===== src/rtl/loader_pkg.sv =====
// Shared types, default sizing and width helper for the program loader.
// Latency: n/a (declarations only).
// Backpressure: n/a.
package loader_pkg;

    localparam int unsigned DEF_INSTR_WIDTH = 32;
    localparam int unsigned DEF_IN_WIDTH    = 8;
    localparam int unsigned DEF_DEPTH       = 64;

    typedef enum logic [2:0] {
        ST_IDLE   = 3'd0,
        ST_LOAD   = 3'd1,
        ST_COMMIT = 3'd2,
        ST_DONE   = 3'd3,
        ST_ERROR  = 3'd4
    } state_t;

    // Bits needed to index n items; never less than one so counters stay legal.
    function automatic int unsigned width_for(input int unsigned n);
        int unsigned w;
        w = 1;
        while ((32'd1 << w) < n) begin
            w = w + 1;
        end
        return w;
    endfunction

endpackage


===== src/rtl/program_loader_word_assembler.sv =====
// Gathers IN_WIDTH beats into one INSTR_WIDTH word, little-endian (first beat in the LSBs).
// Latency: word_o/word_complete_o are combinational with the accepting beat.
// Backpressure: none; beat_vld_i must only be high for beats the parent has accepted.
module word_assembler
    import loader_pkg::*;
#(
    parameter int unsigned INSTR_WIDTH = DEF_INSTR_WIDTH,
    parameter int unsigned IN_WIDTH    = DEF_IN_WIDTH
) (
    input  logic                   clock_in,
    input  logic                   reset_in,
    input  logic                   clear_i,
    input  logic                   beat_vld_i,
    input  logic [IN_WIDTH-1:0]    beat_dat_i,
    output logic [INSTR_WIDTH-1:0] word_o,
    output logic                   word_complete_o
);

    localparam int unsigned BEATS = INSTR_WIDTH / IN_WIDTH;
    localparam int unsigned CNT_W = width_for(BEATS);
    localparam logic [CNT_W-1:0] LAST_BEAT = CNT_W'(BEATS - 1);

    logic [CNT_W-1:0]       beat_cnt_q, beat_cnt_d;
    logic [INSTR_WIDTH-1:0] asm_q, asm_d;

    // Shift each new beat in at the top so after BEATS beats the first one sits in the LSBs.
    always_comb begin
        beat_cnt_d = beat_cnt_q;
        asm_d      = asm_q;
        if (clear_i) begin
            beat_cnt_d = '0;
            asm_d      = '0;
        end else if (beat_vld_i) begin
            asm_d = (asm_q >> IN_WIDTH) |
                    (INSTR_WIDTH'(beat_dat_i) << (INSTR_WIDTH - IN_WIDTH));
            beat_cnt_d = (beat_cnt_q == LAST_BEAT) ? '0 : beat_cnt_q + CNT_W'(1);
        end
    end

    // Assembly state registers.
    always_ff @(posedge clock_in or posedge reset_in) begin
        if (reset_in) begin
            beat_cnt_q <= '0;
            asm_q      <= '0;
        end else begin
            beat_cnt_q <= beat_cnt_d;
            asm_q      <= asm_d;
        end
    end

    // The parent captures the next-state word so the final beat is included.
    assign word_o          = asm_d;
    assign word_complete_o = beat_vld_i && !clear_i && (beat_cnt_q == LAST_BEAT);

endmodule


===== src/rtl/program_loader.sv =====
// Loads a program beat-by-beat into instruction memory, then releases the CPU.
// Latency: write strobe one cycle after the last beat of a word; one bubble per word.
// Backpressure: data_ready_out is high only in LOAD, so input stalls during each commit.
module program_loader
    import loader_pkg::*;
#(
    parameter int unsigned INSTR_WIDTH = DEF_INSTR_WIDTH,
    parameter int unsigned IN_WIDTH    = DEF_IN_WIDTH,
    parameter int unsigned DEPTH       = DEF_DEPTH,
    localparam int unsigned ADDR_W     = width_for(DEPTH)
) (
    input  logic                   clock_in,
    input  logic                   reset_in,
    input  logic                   start_in,
    input  logic [ADDR_W:0]        length_in,
    input  logic [IN_WIDTH-1:0]    data_in,
    input  logic                   data_valid_in,
    output logic                   data_ready_out,
    output logic                   mem_write_enable_out,
    output logic [ADDR_W-1:0]      mem_address_out,
    output logic [INSTR_WIDTH-1:0] mem_data_out,
    output logic [ADDR_W:0]        word_count_out,
    output logic                   busy_out,
    output logic                   done_out,
    output logic                   error_out,
    output logic                   cpu_run_out
);

    localparam int unsigned LEN_W = ADDR_W + 1;
    localparam logic [LEN_W-1:0] DEPTH_LEN = LEN_W'(DEPTH);

    state_t                 state_q, state_d;
    logic [LEN_W-1:0]       len_q, len_d;
    logic [LEN_W-1:0]       word_cnt_q, word_cnt_d;
    logic [ADDR_W-1:0]      addr_q, addr_d;
    logic [INSTR_WIDTH-1:0] data_q, data_d;

    logic                   can_start;
    logic                   len_legal;
    logic                   beat_accept;
    logic                   asm_clear;
    logic                   word_complete;
    logic [INSTR_WIDTH-1:0] asm_word;

    // A new load may only begin from a resting state; illegal lengths divert to ERROR.
    assign can_start   = (state_q == ST_IDLE) || (state_q == ST_DONE) || (state_q == ST_ERROR);
    assign len_legal   = (length_in != '0) && (length_in <= DEPTH_LEN);
    assign asm_clear   = can_start && start_in && len_legal;
    assign beat_accept = data_valid_in && (state_q == ST_LOAD);

    word_assembler #(
        .INSTR_WIDTH (INSTR_WIDTH),
        .IN_WIDTH    (IN_WIDTH)
    ) u_asm (
        .clock_in        (clock_in),
        .reset_in        (reset_in),
        .clear_i         (asm_clear),
        .beat_vld_i      (beat_accept),
        .beat_dat_i      (data_in),
        .word_o          (asm_word),
        .word_complete_o (word_complete)
    );

    // Next-state logic; the write address/data are captured on entry to COMMIT and then held.
    always_comb begin
        state_d    = state_q;
        len_d      = len_q;
        word_cnt_d = word_cnt_q;
        addr_d     = addr_q;
        data_d     = data_q;
        case (state_q)
            ST_IDLE, ST_DONE, ST_ERROR: begin
                if (start_in) begin
                    if (len_legal) begin
                        state_d    = ST_LOAD;
                        len_d      = length_in;
                        word_cnt_d = '0;
                    end else begin
                        state_d = ST_ERROR;
                    end
                end
            end
            ST_LOAD: begin
                if (word_complete) begin
                    state_d = ST_COMMIT;
                    // The length check keeps the index below DEPTH, so the top bit is always 0 here.
                    addr_d  = word_cnt_q[ADDR_W-1:0];
                    data_d  = asm_word;
                end
            end
            ST_COMMIT: begin
                word_cnt_d = word_cnt_q + LEN_W'(1);
                state_d    = ((word_cnt_q + LEN_W'(1)) == len_q) ? ST_DONE : ST_LOAD;
            end
            default: begin
                state_d = ST_IDLE;
            end
        endcase
    end

    // Control and write-port registers; reset abandons any partial load.
    always_ff @(posedge clock_in or posedge reset_in) begin
        if (reset_in) begin
            state_q    <= ST_IDLE;
            len_q      <= '0;
            word_cnt_q <= '0;
            addr_q     <= '0;
            data_q     <= '0;
        end else begin
            state_q    <= state_d;
            len_q      <= len_d;
            word_cnt_q <= word_cnt_d;
            addr_q     <= addr_d;
            data_q     <= data_d;
        end
    end

    assign data_ready_out       = (state_q == ST_LOAD);
    assign mem_write_enable_out = (state_q == ST_COMMIT);
    assign mem_address_out      = addr_q;
    assign mem_data_out         = data_q;
    assign word_count_out       = word_cnt_q;
    assign busy_out             = (state_q == ST_LOAD) || (state_q == ST_COMMIT);
    assign done_out             = (state_q == ST_DONE);
    assign error_out            = (state_q == ST_ERROR);
    assign cpu_run_out          = (state_q == ST_DONE);

endmodule


===== config.mk =====
export PLATFORM = sky130hd
export DESIGN_NAME = program_loader
export DESIGN_NICKNAME = d
export VERILOG_FILES = /design/src/rtl/loader_pkg.sv /design/src/rtl/program_loader_word_assembler.sv /design/src/rtl/program_loader.sv
export SDC_FILE = /design/constraint.sdc
export NUM_CORES = 1
export LEC_CHECK = 0
export CORE_MARGIN = 2
export CORE_UTILIZATION = 40
export CTS_CLUSTER_SIZE = 30
export DETAILED_ROUTE_END_ITERATION = 16
export HOLD_SLACK_MARGIN = 0.02
export PLACE_DENSITY_LB_ADDON = 0.05
export SLEW_MARGIN = 5
export SYNTH_ARGS = -nofsm -noshare
export SYNTH_HDL_FRONTEND = slang
export SYNTH_SLANG_ARGS = --single-unit

===== constraint.sdc =====
create_clock -name clock_in -period 5.75 [get_ports clock_in]
set_input_delay 1.725 -clock clock_in [delete_from_list [all_inputs] [get_ports clock_in]]
set_output_delay 1.725 -clock clock_in [all_outputs]
set_load 0.02 [all_outputs]

==> flow_metrics.tcl, run 1 <==
set metrics [dict create \
    max_cap_viol_count 0 \
    pwr-share-seq_pct 43.9 \
    finalSetupTns_ns 0 \
    design_area_um2 4460 \
    die_h_um 97.8 \
    ctsResizeCount 0 \
    clk_path_buf_depth 2 \
    critPathRequiredTime_ns 4.03 \
    core-area_um2 8640 \
    numCtsBuffers 9 \
    p_switching_uw 785 \
    grt_usage_pct 16.7 \
    htree_levels 3 \
    nNetsFinal 397 \
    synth_top_area_cell "dfrtp_1" \
    path_cells "nand2b_1 -> or2_2 -> clkinv_1 -> clkdlybuf4s50_1" \
    syn_area_um2 3520 \
    clock.fmax_mhz 253 \
    endpoint_kind "primary output" \
    initial_core_util_pct 40.8 \
    gp_congestion 0.817 \
    wl_per_cell_um 15.0 \
    synth_cells 311 \
    hold_viol_final 0 \
    clock_latency_ns 0.34 \
    post_cts_buffers 0 \
    period_needed_ns 3.95 \
    outcome "completed" \
    grt_overflow 0 \
    ir_drop_v 0.000223 \
    finalSetupViolCount 0 \
    seq_area_frac_synth_pct 57.6 \
    first_pass_iters 4 \
    rsz0062_at_grt "no" \
    power_density_nw_per_um2 475 \
    synth_top_area_share_pct 57.6 \
    grt_max_degree 55 \
    ys_seq_elements 81 \
    antenna_found_initial 0 \
    antennaDiodeCount 0 \
    swShare_pct 37.1 \
    ys.flop_type "dfrtp_1" \
    num_vias 2493 \
    ios 70 \
    place_area_um2 4280 \
    period_share_pct 68.7 \
    startpoint_type "flip-flop" \
    die_w_um 97.8 \
    crit_type "reg2out" \
    yosysWarnings 0 \
    max_stage_delay_ns 0.63 \
    syn_to_final_growth_pct 26.6 \
    detail-route-antenna-nets 0 \
    io_buffers 69 \
    avgSynthCellArea_um2 11.3 \
    cp.arrival_ns 2.23 \
    synth_nets 332 \
    synthTopCellsByArea "dfrtp_1 58%, mux2_2 12%, nand2_1 6.7%" \
    die-area_um2 9570 \
    grt_pass1_wl_um 12700 \
    clkPwrFrac_pct 17.2 \
    ys_types 41 \
    drt-total-wl_um 7330 \
    combinationalPowerShare_pct 38.9 \
    cts-root-buf "clkbuf_8" \
    power.internal_uw 1330 \
    cp_max_fo 10 \
    drt_first_iter_violations 116 \
    dp_hpwl_um 4930 \
    grt_pass1_vias 2492 \
    hold_path.class "reg2reg" \
    tritoncts "built" \
    skew_ns 0.0116 \
    drv_slew 0 \
    drive_gt1_share_pct 17.8 \
    drc 0 \
    crit_slowest_cell "clkdlybuf4s50_1" \
    synth_enable_flop_cells 0 \
    p_leak_uw 0.00201 \
    synth_common_cells "81 x dfrtp_1, 63 x nand2_1, 37 x mux2_2, 36 x o21ai_0, 10 x nor2_1" \
    tightest_slew_ns 0.932 \
    maxSlewHeadroom_pct 37.6 \
    clk_pin_slew_ns 0.08 \
    cts_num_sinks 81 \
    rows 34 \
    postCtsHoldBufs 0 \
    yosysMostFrequentCell "dfrtp_1" \
    drt-vias-per-instance 5.10 \
    synthArstFlopShare_pct 100 \
]
==> placed cells by master (no fill, tap or decap), types with 2 or more instances in the layout <==
| master | count |
|---|---|
| xor2_1 | 3 |
| clkdlybuf4s50_1 | 69 |
| o21ai_0 | 36 |
| o211ai_1 | 3 |
| nand3_1 | 4 |
| clkinvlp_4 | 2 |
| mux2_2 | 37 |
| nor2b_1 | 3 |
| xnor2_1 | 7 |
| inv_1 | 4 |
| a21o_1 | 2 |
| clkbuf_8 | 9 |
| buf_4 | 4 |
| and3_1 | 5 |
| nand2_1 | 62 |
| nor2_1 | 10 |
| ha_1 | 2 |
| nor3_1 | 2 |
| or3_1 | 2 |
| mux2_4 | 6 |
| or2_2 | 2 |
| dfrtp_1 | 81 |
| a211o_1 | 2 |
| clkbuf_1 | 2 |
| a21oi_1 | 2 |
| clkinv_4 | 2 |
==> critical path, delay by kind of cell (launching register included) <==
kind                   cells  cell delay (ns)
AND/OR/NAND/NOR            2             0.60
flip-flops                 1             0.46
buffers and inverters      2             0.82
==> routing by layer <==
metal	vias up	wire, um	track usage, %
met2	63	3070	22.7
met5	-	0	0
met1	1231	3810	25.9
met3	8	353	3.65
li1	1191	-	-
met4	0	89	6.84
==> sequential cells by signal, summed over array words and instances (netlist names) <==
| name | count |
|---|---|
| mem_address_out | 6 |
| state_q | 3 |
| mem_data_out | 32 |
| u_asm.asm_q | 24 |
| u_asm.beat_cnt_q | 2 |
| word_count_out | 7 |
| len_q | 7 |
==> cell families (layout without fill, tap and decap cells) <==
kind of cell    count (synthesis)  after routing  share of synthesized area, %
fa+ha+maj                       2              2                         0.711
simple gates                   97             97                          12.3
flops                          81             81                          57.6
mux                            44             44                          14.7
compound gates                 52             52                          8.50
buf+inv                        25             95                          3.77
xor+xnor                       10             10                          2.49
==> path summary, 6_finish.rpt <==
kind / startpoint / end / slack (ns) / cells past startpoint
max: state_q[2] / mem_write_enable_out / 1.80 / 4
min: mem_address_out[5] / mem_address_out[5] / 0.50 / 2
max reg2reg: state_q[1] / mem_data_out[23] / 3.42 / 4
min reg2reg: mem_address_out[5] / mem_address_out[5] / 0.50 / 2
max in group asynchronous: reset_in / u_asm.beat_cnt_q[1] / 2.98 / 3
min in group asynchronous: reset_in / word_count_out[4] / 1.88 / 2
==> power by group through the flow <==
| stage | registers, uW | logic [uW] | clock network, uW |
|---|---|---|---|
| after floorplan | 991 | 430 | 0 |
| after global placement | 938 | 820 | 0 |
| after detailed placement | 940 | 828 | 0 |
| after CTS | 931 | 832 | 381 |
| after global routing | 964 | 906 | 404 |
| final | 929 | 824 | 365 |
==> metrics by stage <==
stage          hold slack, ns  setup WS (ns)  total power (uW)  std cells  util [%]
3_3_place_gp            0.473           1.62              1760        473      49.6
2_1_floorplan           0.465           1.94              1420        311         -
4_1_cts                 0.503           1.81              2140        489      51.6
6_report                0.498           1.80              2120        489      51.6
5_1_grt                 0.531           1.73              2270        489      51.6
3_5_place_dp            0.484           1.61              1770        473      49.6
==> area by class of cell <==
class | instances | area [um^2]
Clock buffer | 11 | 131
Fill cell | 797 | 4180
Timing Repair Buffer | 73 | 721
Multi-Input combinational cell | 205 | 1380
Clock inverter | 5 | 41.3
Tap cell | 108 | 135
Inverter | 6 | 23.8
Sequential cell | 81 | 2030
(Power assumes the default switching activity.)
==> run 2: changes to the inputs <==
==> constraint.sdc (replaced) <==
create_clock -name clock_in -period 3.9 [get_ports clock_in]
set_input_delay 1.17 -clock clock_in [delete_from_list [all_inputs] [get_ports clock_in]]
set_output_delay 1.17 -clock clock_in [all_outputs]
set_load 0.02 [all_outputs]
==> run 2 against run 1 <==
  * Clock skew barely moved
  * Register-to-register slack worse by 1.8 ns
  * Global-route usage increased by 0.45 points
  * Flip-flop and latch count unchanged
  * Final cell count grew 0.20%
  * First-iteration DRC count down 18%
  * Worst hold slack worse by 0.016 ns
  * Sequential share of layout area shrank 0.56 points
  * Wire length increased by 5.5%
  * Critical path type unchanged
  * Largest power group unchanged
==> flow_metrics.tcl, run 2 (synthesis results as in run 1) <==
set metrics [dict create \
    outcome "completed" \
    drt-total-wl_um 7730 \
    period_needed_ns 3.49 \
    rsz0062_at_grt "no" \
    detail-route-antenna-nets 0 \
    die_w_um 97.8 \
    met2_usage_pct 22.2 \
    die_h_um 97.8 \
    grt_use_met3_pct 5.01 \
    crit_slowest_cell "clkdlybuf4s50_1" \
    post_cts_buffers 0 \
    clk_path_buf_depth 2 \
    hold_viol_final 0 \
    antenna_found_initial 0 \
    final_util_pct 52.2 \
    place_area_um2 4300 \
    grt_usage_pct 17.2 \
    layout_common_cells "81 x dfrtp_1, 69 x clkdlybuf4s50_1, 62 x nand2_1, 37 x mux2_2, 36 x o21ai_0" \
    skew_ns 0.0115 \
    ctsResizeCount 0 \
    grt_overflow 0 \
    path_buf_inv 2 \
    die-area_um2 9570 \
    dp_hpwl_um 5240 \
    p_leak_uw 0.00205 \
    finalSetupViolCount 0 \
    final_common_cell "dfrtp_1" \
    antennaDiodeCount 0 \
    nNetsFinal 398 \
    grt_pass1_wl_um 12900 \
    cp.arrival_ns 2.32 \
    cp_max_fo 10 \
    finalSetupTns_ns 0 \
    drt-vias-per-instance 5.00 \
    core-area_um2 8640 \
    gp_congestion 0.835 \
    nFillCells 793 \
    drv_slew 0 \
    hold_ws_ns 0.482 \
    largest_register_ffs 32 \
    maxSlewHeadroom_pct 53.5 \
    initial_core_util_pct 40.8 \
    num_vias 2450 \
    cts_num_sinks 81 \
    rows 34 \
    startpoint_type "flip-flop" \
    ir_drop_v 0.000347 \
    io_buffers 69 \
    max_cap_viol_count 0 \
    max_stage_delay_ns 0.64 \
    clock_latency_ns 0.35 \
    postCtsHoldBufs 0 \
    drc 0 \
    gr-usage-met1_pct 27.3 \
    cts-root-buf "clkbuf_8" \
    period_share_pct 89.5 \
    critPathTopFamily "buffers and inverters" \
    hold_path.class "reg2reg" \
    critPathRequiredTime_ns 2.73 \
    endpoint_kind "primary output" \
    htree_levels 3 \
    drt_first_iter_violations 95 \
    power_uw 3240 \
    design_area_um2 4510 \
    ios 70 \
    clk_pin_slew_ns 0.08 \
    tightest_slew_ns 0.696 \
    wl_per_cell_um 15.8 \
    grt_max_degree 44 \
    numCtsBuffers 9 \
    first_pass_iters 4 \
    syn_to_final_growth_pct 28.2 \
    clock.fmax_mhz 286 \
    crit_type "reg2out" \
    power_density_nw_per_um2 717 \
    tritoncts "built" \
    grt_busiest_layer "met1" \
    grt_pass1_vias 2412 \
    path_cells "nand2b_1 -> or2_2 -> clkinv_1 -> clkdlybuf4s50_1" \
    drive_gt1_share_pct 18.6 \
]
[run 2: final cells by class]
class                   instances  area (um^2)  area share (%)
repair buffers                 74          741            16.4
inverters                       6         23.8           0.527
flip-flops and latches         81         2030            44.9
multi-input cells             205         1380            30.5
well taps                     108          135            3.00
clock buffers                  10          138            3.05
clock inverters                 6         70.1            1.55
[run 2: per-stage QoR]
stage,worst slack (ns),instances
after CTS,0.403,490
after detailed placement,0.527,474
final,0.408,490
after global placement,0.580,474
after global routing,0.322,490
after floorplan,0.650,311
[run 2: power breakdown]
group | switching [uW] | internal, uW
Clock | 319 | 322
Sequential | 242 | 1130
Combinational | 623 | 603
Total | 1180 | 2050
[run 2: worst paths after layout]
kind | start | endpoint | slack, ns | cells past startpoint
max | state_q[2] | mem_write_enable_out | 0.41 | 4
min | mem_address_out[5] | mem_address_out[5] | 0.48 | 2
max reg2reg | state_q[2] | u_asm.asm_q[16] | 1.67 | 6
min reg2reg | mem_address_out[5] | mem_address_out[5] | 0.48 | 2
max in group asynchronous | reset_in | mem_data_out[0] | 2.01 | 3
min in group asynchronous | reset_in | len_q[3] | 1.23 | 2
[run 2: per-layer routing]
layer | wire [um] | share of wire, %
met1 | 4090 | 53
met2 | 3110 | 40
met3 | 453 | 5.9
met4 | 88 | 1.1
met5 | 0 | 0
[run 2: worst reg2reg max path, stage by stage (launching register included)]
cell	delay, ns
dfrtp_1	0.48
inv_1	0.11
nand2_1	0.10
o21ai_0	0.37
and3_1	0.56
buf_4	0.35
o21ai_0	0.15
==> run 3: changes to the inputs <==
--- a/config.mk
+++ b/config.mk
@@ -9,6 +9,7 @@
 export CORE_UTILIZATION = 40
 export CTS_CLUSTER_SIZE = 30
 export DETAILED_ROUTE_END_ITERATION = 16
+export GPL_TIMING_DRIVEN = 0
 export HOLD_SLACK_MARGIN = 0.02
 export PLACE_DENSITY_LB_ADDON = 0.05
 export SLEW_MARGIN = 5
==> run 3 against run 2 <==
  * Sequential share of layout area decreased by 0.40 points
  * Largest cell class unchanged
  * Clock skew increased by 0.0048 ns
  * Sequential power about the same
  * Wire length decreased by 1.3%
  * Setup slack improved by 0.088 ns
  * Clock power decreased by 12%
  * Critical path depth increased by 1
  * Worst hold slack about the same
  * Clock-buffer cell count unchanged
  * Critical path type unchanged
  * Global-route usage decreased by 0.25 points
  * Utilization increased by 0.46 points
==> flow_metrics.tcl, run 3 (synthesis results as in run 1) <==
set metrics [dict create \
    p_switching_uw 1190 \
    final_common_cell "dfrtp_1" \
    core-area_um2 8640 \
    grt_pass1_vias 2482 \
    crit_cells 5 \
    rsz0062_at_grt "no" \
    wl_per_cell_um 15.1 \
    maxSlewHeadroom_pct 61.6 \
    finalSetupTns_ns 0 \
    drt_first_iter_violations 102 \
    drv_slew 0 \
    reg2regPathDepth 6 \
    ir_drop_v 0.000315 \
    period_share_pct 87.3 \
    final_cells 505 \
    ctsResizeCount 0 \
    cts-root-buf "clkbuf_8" \
    period_needed_ns 3.40 \
    path_buf_inv 3 \
    layout_common_cells "81 x dfrtp_1, 69 x clkdlybuf4s50_1, 63 x nand2_1, 37 x mux2_2, 36 x o21ai_0" \
    hold_path.class "reg2reg" \
    numCtsBuffers 9 \
    finalSetupViolCount 0 \
    die_w_um 97.8 \
    crit_slowest_cell "clkdlybuf4s50_1" \
    outcome "completed" \
    endpoint_kind "primary output" \
    clk_path_buf_depth 2 \
    ios 70 \
    swShare_pct 37.4 \
    die-area_um2 9570 \
    setup_slack_ns 0.496 \
    drc 0 \
    initial_core_util_pct 40.8 \
    max_cap_viol_count 0 \
    clk_pin_slew_ns 0.08 \
    grt_overflow 0 \
    drt-vias-per-instance 5.05 \
    syn_to_final_growth_pct 29.3 \
    r2r_start "state_q[1]" \
    num_vias 2550 \
    drive_gt1_share_pct 19.1 \
    path_cells "nand2b_1 -> or2_2 -> buf_2 -> clkinv_1 -> clkdlybuf4s50_1" \
    rows 34 \
    hold_viol_final 0 \
    largest_register_ffs 32 \
    htree_levels 3 \
    gp_congestion 0.798 \
    nFillCells 803 \
    r2r_slack_ns 2.07 \
    antenna_found_initial 0 \
    tritoncts "built" \
    grt_max_degree 57 \
    final_util_pct 52.7 \
    antennaDiodeCount 0 \
    pre_cts_ws_ns 0.622 \
    clock.fmax_mhz 294 \
    post_cts_buffers 0 \
    cp.arrival_ns 2.23 \
    tightest_slew_ns 0.570 \
    power.internal_uw 1980 \
    grt_pass1_wl_um 12800 \
    r2r_end "len_q[0]" \
    nNetsFinal 413 \
    p_leak_uw 0.00206 \
    max_stage_delay_ns 0.63 \
    first_pass_iters 4 \
    clock_latency_ns 0.35 \
    critPathRequiredTime_ns 2.73 \
    crit_type "reg2out" \
    dp_hpwl_um 5360 \
    regArea_um2 2030 \
    multi_input_area_um2 1360 \
    clkPwrFrac_pct 17.8 \
    cts_num_sinks 81 \
    skew_ns 0.0164 \
    postCtsHoldBufs 0 \
    io_buffers 69 \
    cp_max_fo 10 \
    detail-route-antenna-nets 0 \
    combinationalPowerShare_pct 39.5 \
    drt-total-wl_um 7640 \
    grt_usage_pct 16.9 \
    die_h_um 97.8 \
    startpoint_type "flip-flop" \
    critPathLaunch "state_q[2]" \
    cp-endpoint "mem_write_enable_out" \
    critPathTopFamily "buffers and inverters" \
    dp.cells 489 \
    power_density_nw_per_um2 696 \
    pwr-share-seq_pct 42.7 \
]
==> run 3: cell types whose count changed in the layout (fill, tap and decap cells not counted), sizes merged <==
cell / previous run / this run
clkbuf: 10 / 20
buf: 5 / 10
clkinvlp: 0 / 3
clkinv: 3 / 1
bufinv: 1 / 0
==> run 3: per-layer routing <==
| layer | vias to the layer above | wire length, um | global-route usage, % | part of all wire (%) |
|---|---|---|---|---|
| li1 | 1218 | - | - | - |
| met5 | - | 0 | 0 | 0 |
| met3 | 13 | 493 | 4.58 | 6.5 |
| met4 | 0 | 111 | 6.84 | 1.5 |
| met2 | 77 | 3210 | 23.1 | 42 |
| met1 | 1242 | 3820 | 25.5 | 50 |
==> run 3: area by class of cell <==
type	instances	area share, %
Buffer	19	2.42
Clock buffer	10	2.80
Clock inverter	6	1.07
Inverter	6	0.550
Multi-Input combinational cell	205	29.9
Sequential cell	81	44.5
Tap cell	108	2.97
Timing Repair Buffer	70	15.8
==> run 3: worst min path at each step <==
stage                             from                 end  slack (ns)  depth (start not counted)
floorplan              u_asm.asm_q[16]      u_asm.asm_q[8]        0.47                          2
global placement    mem_address_out[5]  mem_address_out[5]        0.46                          2
detailed placement  mem_address_out[5]  mem_address_out[5]        0.47                          2
CTS                 mem_address_out[5]  mem_address_out[5]        0.49                          2
global route          mem_data_out[30]    mem_data_out[30]        0.52                          1
finish              mem_address_out[5]  mem_address_out[5]        0.48                          2
==> run 3: worst min-delay path: stages (launching register included) <==
cell	delay, ns
dfrtp_1	0.35
nand2_1	0.05
o21ai_0	0.06
==> run 3: power by group through the flow <==
stage / Clock, uW / Sequential, uW / Combinational (uW)
floorplan: 0 / 1460 / 634
global placement: 0 / 1360 / 1240
detailed placement: 0 / 1370 / 1260
CTS: 581 / 1360 / 1260
global route: 617 / 1400 / 1370
finish: 563 / 1350 / 1250
==> run 3: stage by stage <==
step	power [uW]	hold WS, ns	area, um^2
floorplan	2100	0.465	3520
global placement	2600	0.461	4350
detailed placement	2630	0.469	4380
CTS	3200	0.489	4550
global route	3390	0.524	4550
finish	3170	0.482	4550
